[src/rtl/muldiv_pkg.sv]
// Shared definitions for the iterative multiply/divide unit: funct3 op codes,
// FSM state encoding and op-decoding helpers.
package muldiv_pkg;

  localparam logic [2:0] OP_MUL    = 3'b000;
  localparam logic [2:0] OP_MULH   = 3'b001;
  localparam logic [2:0] OP_MULHSU = 3'b010;
  localparam logic [2:0] OP_MULHU  = 3'b011;
  localparam logic [2:0] OP_DIV    = 3'b100;
  localparam logic [2:0] OP_DIVU   = 3'b101;
  localparam logic [2:0] OP_REM    = 3'b110;
  localparam logic [2:0] OP_REMU   = 3'b111;

  typedef enum logic [1:0] {
    IDLE = 2'd0,
    CALC = 2'd1,
    FIX  = 2'd2,
    DONE = 2'd3
  } state_t;

  function automatic logic is_div(input logic [2:0] op);
    return (op == OP_DIV) || (op == OP_DIVU) || (op == OP_REM) || (op == OP_REMU);
  endfunction

  function automatic logic is_rem(input logic [2:0] op);
    return (op == OP_REM) || (op == OP_REMU);
  endfunction

  function automatic logic is_high_half(input logic [2:0] op);
    return (op == OP_MULH) || (op == OP_MULHSU) || (op == OP_MULHU);
  endfunction

  function automatic logic is_signed_a(input logic [2:0] op);
    return (op == OP_MULH) || (op == OP_MULHSU) || (op == OP_DIV) || (op == OP_REM);
  endfunction

  function automatic logic is_signed_b(input logic [2:0] op);
    return (op == OP_MULH) || (op == OP_DIV) || (op == OP_REM);
  endfunction

endpackage

[src/rtl/muldiv_if.sv]
// Request/response bundle between the EX stage and the multiply/divide unit.
interface muldiv_if #(
  parameter int XLEN = 32
);
  logic            IN_VALID;
  logic            IN_READY;
  logic [2:0]      OP;
  logic [XLEN-1:0] DATA1;
  logic [XLEN-1:0] DATA2;
  logic            OUT_VALID;
  logic            OUT_READY;
  logic [XLEN-1:0] RESULT;
  logic            BUSY;

  modport master (
    output IN_VALID, OP, DATA1, DATA2, OUT_READY,
    input  IN_READY, OUT_VALID, RESULT, BUSY
  );

  modport slave (
    input  IN_VALID, OP, DATA1, DATA2, OUT_READY,
    output IN_READY, OUT_VALID, RESULT, BUSY
  );
endinterface

[src/rtl/muldiv_signfix.sv]
// Conditional two's-complement negation of two XLEN words, either independently
// (operand magnitudes, quotient/remainder) or as one 2*XLEN word (product).
module muldiv_signfix #(
  parameter int XLEN = 32
) (
  input  logic [XLEN-1:0] hi_in,
  input  logic [XLEN-1:0] lo_in,
  input  logic            neg_hi,
  input  logic            neg_lo,
  input  logic            wide,
  output logic [XLEN-1:0] hi_out,
  output logic [XLEN-1:0] lo_out
);

  logic neg_lo_eff;
  logic hi_carry;

  // In wide mode the +1 of the negation ripples into the high word only when the low word is zero.
  always_comb begin
    neg_lo_eff = wide ? neg_hi : neg_lo;
    hi_carry   = wide ? (lo_in == '0) : 1'b1;
    lo_out     = neg_lo_eff ? (~lo_in + XLEN'(1)) : lo_in;
    hi_out     = neg_hi ? (~hi_in + XLEN'(hi_carry)) : hi_in;
  end

endmodule

[src/rtl/muldiv_iter.sv]
// Multi-cycle RV32M/RV64M multiply/divide unit: radix-2 shift-add multiply,
// restoring divide, RISC-V divide-by-zero/overflow rules, valid/ready and flush.
module muldiv_iter
  import muldiv_pkg::*;
#(
  parameter int XLEN  = 32,
  parameter int CNT_W = $clog2(XLEN) + 1
) (
  input logic     CLK,
  input logic     RESET,
  input logic     FLUSH,
  muldiv_if.slave bus
);

  localparam logic [XLEN-1:0] MIN_NEG = {1'b1, {(XLEN-1){1'b0}}};

  state_t            state_q, state_d;
  logic [CNT_W-1:0]  cnt_q;
  logic [2:0]        op_q;
  logic              neg_a_q, neg_b_q;
  logic [XLEN-1:0]   mag_b_q;
  logic [2*XLEN-1:0] acc_q;
  logic [XLEN-1:0]   rem_q;
  logic [XLEN-1:0]   result_q;
  logic              out_valid_q;

  logic              accept, div_by_zero, div_ovf, special, last_iter;
  logic [XLEN-1:0]   mag_a_in, mag_b_in, special_result;
  logic [XLEN:0]     add_sum, rem_shift;
  logic [XLEN+1:0]   rem_diff;
  logic [XLEN-1:0]   fix_hi_in, fix_hi, fix_lo, fix_result;
  logic              fix_neg_hi, fix_neg_lo;

  muldiv_signfix #(.XLEN(XLEN)) u_in_fix (
    .hi_in  (bus.DATA1),
    .lo_in  (bus.DATA2),
    .neg_hi (is_signed_a(bus.OP) && bus.DATA1[XLEN-1]),
    .neg_lo (is_signed_b(bus.OP) && bus.DATA2[XLEN-1]),
    .wide   (1'b0),
    .hi_out (mag_a_in),
    .lo_out (mag_b_in)
  );

  // Divides keep the remainder in rem_q and the quotient in the low accumulator half.
  always_comb begin
    fix_hi_in  = is_div(op_q) ? rem_q : acc_q[2*XLEN-1:XLEN];
    fix_neg_lo = neg_a_q ^ neg_b_q;
    fix_neg_hi = is_div(op_q) ? neg_a_q : fix_neg_lo;
  end

  muldiv_signfix #(.XLEN(XLEN)) u_out_fix (
    .hi_in  (fix_hi_in),
    .lo_in  (acc_q[XLEN-1:0]),
    .neg_hi (fix_neg_hi),
    .neg_lo (fix_neg_lo),
    .wide   (!is_div(op_q)),
    .hi_out (fix_hi),
    .lo_out (fix_lo)
  );

  always_comb begin
    accept         = bus.IN_VALID && (state_q == IDLE) && !FLUSH;
    div_by_zero    = is_div(bus.OP) && (bus.DATA2 == '0);
    div_ovf        = ((bus.OP == OP_DIV) || (bus.OP == OP_REM)) &&
                     (bus.DATA1 == MIN_NEG) && (bus.DATA2 == '1);
    special        = div_by_zero || div_ovf;
    special_result = div_by_zero ? (is_rem(bus.OP) ? bus.DATA1 : '1)
                                 : (is_rem(bus.OP) ? '0 : bus.DATA1);
    last_iter      = (cnt_q == CNT_W'(XLEN - 1));
    add_sum        = {1'b0, acc_q[2*XLEN-1:XLEN]} + (acc_q[0] ? {1'b0, mag_b_q} : '0);
    rem_shift      = {rem_q, acc_q[XLEN-1]};
    rem_diff       = {1'b0, rem_shift} - {2'b00, mag_b_q};
    if (is_div(op_q))
      fix_result = is_rem(op_q) ? fix_hi : fix_lo;
    else
      fix_result = is_high_half(op_q) ? fix_hi : fix_lo;
  end

  always_comb begin
    state_d = state_q;
    case (state_q)
      IDLE: if (accept) state_d = special ? DONE : CALC;
      CALC: if (last_iter) state_d = FIX;
      FIX:  state_d = DONE;
      DONE: if (bus.OUT_READY) state_d = IDLE;
      default: state_d = IDLE;
    endcase
    if (FLUSH) state_d = IDLE;
  end

  always_ff @(posedge CLK) begin
    if (RESET) state_q <= IDLE;
    else       state_q <= state_d;
  end

  // Datapath: operand capture at accept, one iteration per CALC cycle, result write in FIX.
  always_ff @(posedge CLK) begin
    if (RESET) begin
      cnt_q       <= '0;
      op_q        <= OP_MUL;
      neg_a_q     <= 1'b0;
      neg_b_q     <= 1'b0;
      mag_b_q     <= '0;
      acc_q       <= '0;
      rem_q       <= '0;
      result_q    <= '0;
      out_valid_q <= 1'b0;
    end else if (FLUSH) begin
      out_valid_q <= 1'b0;
    end else begin
      case (state_q)
        IDLE: begin
          if (accept) begin
            op_q    <= bus.OP;
            neg_a_q <= is_signed_a(bus.OP) && bus.DATA1[XLEN-1];
            neg_b_q <= is_signed_b(bus.OP) && bus.DATA2[XLEN-1];
            mag_b_q <= mag_b_in;
            cnt_q   <= '0;
            rem_q   <= '0;
            acc_q   <= {{XLEN{1'b0}}, mag_a_in};
            if (special) begin
              result_q    <= special_result;
              out_valid_q <= 1'b1;
            end
          end
        end
        CALC: begin
          cnt_q <= cnt_q + CNT_W'(1);
          if (is_div(op_q)) begin
            if (!rem_diff[XLEN+1]) begin
              rem_q            <= rem_diff[XLEN-1:0];
              acc_q[XLEN-1:0]  <= {acc_q[XLEN-2:0], 1'b1};
            end else begin
              rem_q            <= rem_shift[XLEN-1:0];
              acc_q[XLEN-1:0]  <= {acc_q[XLEN-2:0], 1'b0};
            end
          end else begin
            acc_q <= {add_sum, acc_q[XLEN-1:1]};
          end
        end
        FIX: begin
          result_q    <= fix_result;
          out_valid_q <= 1'b1;
        end
        DONE: if (bus.OUT_READY) out_valid_q <= 1'b0;
        default: out_valid_q <= 1'b0;
      endcase
    end
  end

  assign bus.IN_READY  = (state_q == IDLE);
  assign bus.BUSY      = (state_q != IDLE);
  assign bus.OUT_VALID = out_valid_q;
  assign bus.RESULT    = result_q;

endmodule

[src/flat_wrapper.sv]
// flat-port wrapper written by rule: the top's interface ports become plain ports
module muldiv_iter_flat import muldiv_pkg::*;
#(
  parameter int XLEN  = 32,
  parameter int CNT_W = $clog2(XLEN) + 1
)
  (CLK, RESET, FLUSH, bus_IN_VALID, bus_OP, bus_DATA1, bus_DATA2, bus_OUT_READY, bus_IN_READY, bus_OUT_VALID, bus_RESULT, bus_BUSY);
  muldiv_if #(.XLEN(XLEN)) bus_i ();
  input logic CLK;
  input logic RESET;
  input logic FLUSH;
  input wire logic [$bits(bus_i.IN_VALID)-1:0] bus_IN_VALID;
  input wire logic [$bits(bus_i.OP)-1:0] bus_OP;
  input wire logic [$bits(bus_i.DATA1)-1:0] bus_DATA1;
  input wire logic [$bits(bus_i.DATA2)-1:0] bus_DATA2;
  input wire logic [$bits(bus_i.OUT_READY)-1:0] bus_OUT_READY;
  output wire logic [$bits(bus_i.IN_READY)-1:0] bus_IN_READY;
  output wire logic [$bits(bus_i.OUT_VALID)-1:0] bus_OUT_VALID;
  output wire logic [$bits(bus_i.RESULT)-1:0] bus_RESULT;
  output wire logic [$bits(bus_i.BUSY)-1:0] bus_BUSY;
  assign bus_i.IN_VALID = bus_IN_VALID;
  assign bus_i.OP = bus_OP;
  assign bus_i.DATA1 = bus_DATA1;
  assign bus_i.DATA2 = bus_DATA2;
  assign bus_i.OUT_READY = bus_OUT_READY;
  assign bus_IN_READY = bus_i.IN_READY;
  assign bus_OUT_VALID = bus_i.OUT_VALID;
  assign bus_RESULT = bus_i.RESULT;
  assign bus_BUSY = bus_i.BUSY;
  muldiv_iter #(.XLEN(XLEN), .CNT_W(CNT_W)) u_core (.CLK(CLK), .RESET(RESET), .FLUSH(FLUSH), .bus(bus_i));
endmodule
[config.mk]
export PLATFORM = sky130hd
export DESIGN_NAME = muldiv_iter_flat
export DESIGN_NICKNAME = d
export VERILOG_FILES = /design/src/rtl/muldiv_pkg.sv /design/src/rtl/muldiv_if.sv /design/src/rtl/muldiv_signfix.sv /design/src/rtl/muldiv_iter.sv /design/src/flat_wrapper.sv
export SDC_FILE = /design/constraint.sdc
export NUM_CORES = 1
export LEC_CHECK = 0
export BUFFER_PORTS_ARGS = -buffer_cell sky130_fd_sc_hd__buf_2
export CAP_MARGIN = 20
export CELL_PAD_IN_SITES_DETAIL_PLACEMENT = 1
export CELL_PAD_IN_SITES_GLOBAL_PLACEMENT = 1
export CORE_AREA = 2 2 177 179
export DETAILED_ROUTE_END_ITERATION = 12
export DIE_AREA = 0 0 179 181
export GPL_TIMING_DRIVEN = 0
export PLACE_DENSITY = 0.89
export RECOVER_POWER = 50
export SETUP_SLACK_MARGIN = 0.5
export SYNTH_ARGS = -nofsm -noshare
export SYNTH_HDL_FRONTEND = slang
export SYNTH_HIERARCHICAL = 1
export SYNTH_SLANG_ARGS = --single-unit
[constraint.sdc]
create_clock -name CLK -period 6.3 [get_ports CLK]
set_input_delay 0.63 -clock CLK [delete_from_list [all_inputs] [get_ports CLK]]
set_output_delay 0.63 -clock CLK [all_outputs]
set_load 0.01 [all_outputs]
==> summary.txt <==
Floorplan
  • Starting Density: 49.6%
  • FP Rows: 64
  • Core Area: 0.0303 mm²
  • Die Wd: 179 µm
  • Die area: 0.0324 mm²
  • IO Count: 107
  • Die height: 181 µm

Clock network
  • Num CTS Buffers: 17
  • Worst-path clk slew: 0.07 ns
  • Setup repair bufs after CTS: 0
  • Clock buffer depth: 2
  • H-tree levels: 4
  • Root buffer cell: clkbuf_16
  • Clock Latency Late Sink: 0.46 ns
  • CTS tree: built
  • Clock Sinks: 174
  • CTS Hold Bufs: 0
  • CTS resizes: 0

Logic synthesis
  • Async set or reset register ratio after synthesis: 0%
  • Dominant cell type by area after synthesis: dfxtp_1
  • Synth Register Bits: 174
  • Synth top area share: 23.1%
  • Post-synth EDFFs: 0
  • Prevailing post-synth register cell: dfxtp_1
  • Mapped cell area: 0.0151 mm²
  • Synth unique cells: 89
  • Synthesized instance count: 1,991
  • Yosys warns: 6
  • Most frequent cell after synthesis: a21oi_1
  • Synthesized area per cell: 7.56 µm²
  • Top cells by area, synth: dfxtp_1 23%, a21oi_1 7.0%, xnor2_1 6.9%
  • Sequential share of the synthesized area: 23.1%
  • Synth cell count leaders: 212 x a21oi_1, 211 x nand2_1, 180 x nor2_1

STA
  • Setup violators final: 0
  • Fmax achieved: 199 MHz
  • Worst clock skew: 0.0145 ns
  • Final Max Slew Viols: 0
  • Setup TNS: 0 ns
  • Final Hold Vio Count: 0
  • Final worst path period need: 5.02 ns
  • Fin Hold WS: 0.438 ns
  • Rel. slew slack: 24.9%
  • Fin crit share: 79.6%
  • Worst slew pin tran: 1.10 ns
  • RSZ-0062 raised after global routing: no

Place
  • HPWL Detailed: 46.8 mm
  • PortBufs: 105
  • Placer congestion estimate: 0.985
  • Post-Place Cells: 2,495

Run
  • Max cap viols: 0

Power
  • Static Leak: 6.39 nW
  • PwrDens: 195 mW/mm²
  • Peak supply drop: 211 µV

Detailed routing
  • Post-route DRC violation count: 0
  • Vias: 16,377
  • 1st-pass router iterations: 5
  • Remaining antenna violation count: 0
  • Routed len/inst: 23.9 µm
  • DR iter-0 viols: 1,379
  • Vias/cell: 6.48
  • DRT Wirelength: 60.5 mm

GRT
  • First-pass GRT wire length: 94.5 mm
  • Tot GR Track Use: 37.4%
  • GRT overflow: 0
  • Antenna violations before repair: 3
  • Vias in the first global route: 16,942
  • Largest net degree at the start of global routing: 17

Worst setup path
  • Startpoint Class: flop
  • Worst Path Max Fanout: 10
  • Critical path required time: 6.59 ns
  • Crit end category: flop
  • CP arrival: 5.31 ns
  • WS Path Type: reg2reg

Layout
  • Final Net Count: 2,270
  • Area grow syn2layout: 11.0%
  • Final non-filler cell total: 2,528
  • Finished Core Util: 55.1%
  • Proportion of layout cells with a drive suffix above 1: 10.0%
  • FILL cells: 3,956

Run status
  • Status: finished clean

Min path
  • Worst hold path class: in2reg
[state kept, by name, indices dropped and copies added (netlist names)]
name	count
u_core/bus.RESULT	32
u_core/neg_a_q	1
u_core/op_q	3
u_core/rem_q	32
u_core/cnt_q	6
u_core/acc_q	64
u_core/mag_b_q	32
u_core/neg_b_q	1
u_core/state_q	2
u_core/bus.OUT_VALID	1
[final timing paths]
check                                       from                                  to  slack (ns)  depth (start not counted)
setup / recovery     u_core/op_q[2]$_SDFFE_PP0P_  u_core/bus.RESULT[31]$_SDFFE_PP0P_        1.28                         12
hold / removal                             FLUSH      u_core/state_q[1]$_SDFFE_PP0P_        0.44                          2
setup reg to reg     u_core/op_q[2]$_SDFFE_PP0P_  u_core/bus.RESULT[31]$_SDFFE_PP0P_        1.28                         12
hold reg to reg   u_core/mag_b_q[3]$_SDFFE_PP0P_      u_core/mag_b_q[3]$_SDFFE_PP0P_        0.48                          2
[final cells by class]
| class | count | area, µm² | share of cell area [%] |
|---|---|---|---|
| antenna | 1 | 2.50 | 0.0150 |
| timing repair buffer | 106 | 488 | 2.92 |
| buffer | 115 | 488 | 2.92 |
| sequential | 174 | 3480 | 20.8 |
| inverter | 72 | 270 | 1.62 |
| clock buffer | 18 | 439 | 2.63 |
| clock inverter | 14 | 228 | 1.36 |
| multi-input combinational | 1632 | 10800 | 64.7 |
| tap | 396 | 495 | 2.96 |
[stage by stage]
stage               total power [mW]  area (µm²)  setup slack [ns]
CTS                             3.24       16800              1.38
finish                          3.26       16700              1.28
floorplan                       1.72       15100              2.42
global placement                1.97       16100              1.57
global route                    3.38       16700              1.23
detailed placement              2.00       16100              1.52
[metal layers]
layer | part of all wire, % | GRT usage [%] | up-vias | wire [µm]
met5 | 0.038 | 0 | - | 23
met3 | 7.4 | 7.74 | 202 | 4480
li1 | - | - | 7467 | -
met2 | 46 | 60.4 | 741 | 27700
met4 | 4.8 | 18.4 | 4 | 2920
met1 | 42 | 46.9 | 7963 | 25300
[cell families after synthesis]
group | share of synthesized area (%)
compound gates | 24.4
xor+xnor | 10.4
fa+ha+maj | 6.75
buf+inv | 5.06
flops | 23.1
mux | 7.19
other cells | 0.0249
simple gates | 23.0
[report_power, final]
group,switching (mW),internal (mW)
Sequential,0.0593,1.13
Clock,0.519,0.724
Combinational,0.529,0.303
Total,1.11,2.16
[worst max-delay path: stages, from the launching register on]
cell      delay, ns
dfxtp_1        0.31
clkbuf_1       0.39
clkbuf_1       0.72
clkbuf_1       0.58
mux2_2         0.46
or4_4          0.57
or3_1          0.33
or2_2          0.33
o41ai_4        0.39
xnor2_1        0.13
mux2_2         0.33
a21oi_1        0.21
a211oi_1       0.10
[cell usage in the layout (no fill, tap or decap), drive strengths merged, types with 27 or more instances in the layout]
master and instances:
clkbuf 156, nor2 181, dfxtp 174, nand4 27, a21oi 213, nor3 70
nand2 212, inv 77, a211oi 33, o21ai 79, buf 81, mux2i 35
mux2 65, xnor2 119, o31ai 37, and2 43, ha 78, xor2 60
nand2b 30, nor4 28, nand3 41
No activity file was read; power rests on OpenSTA's default activity.
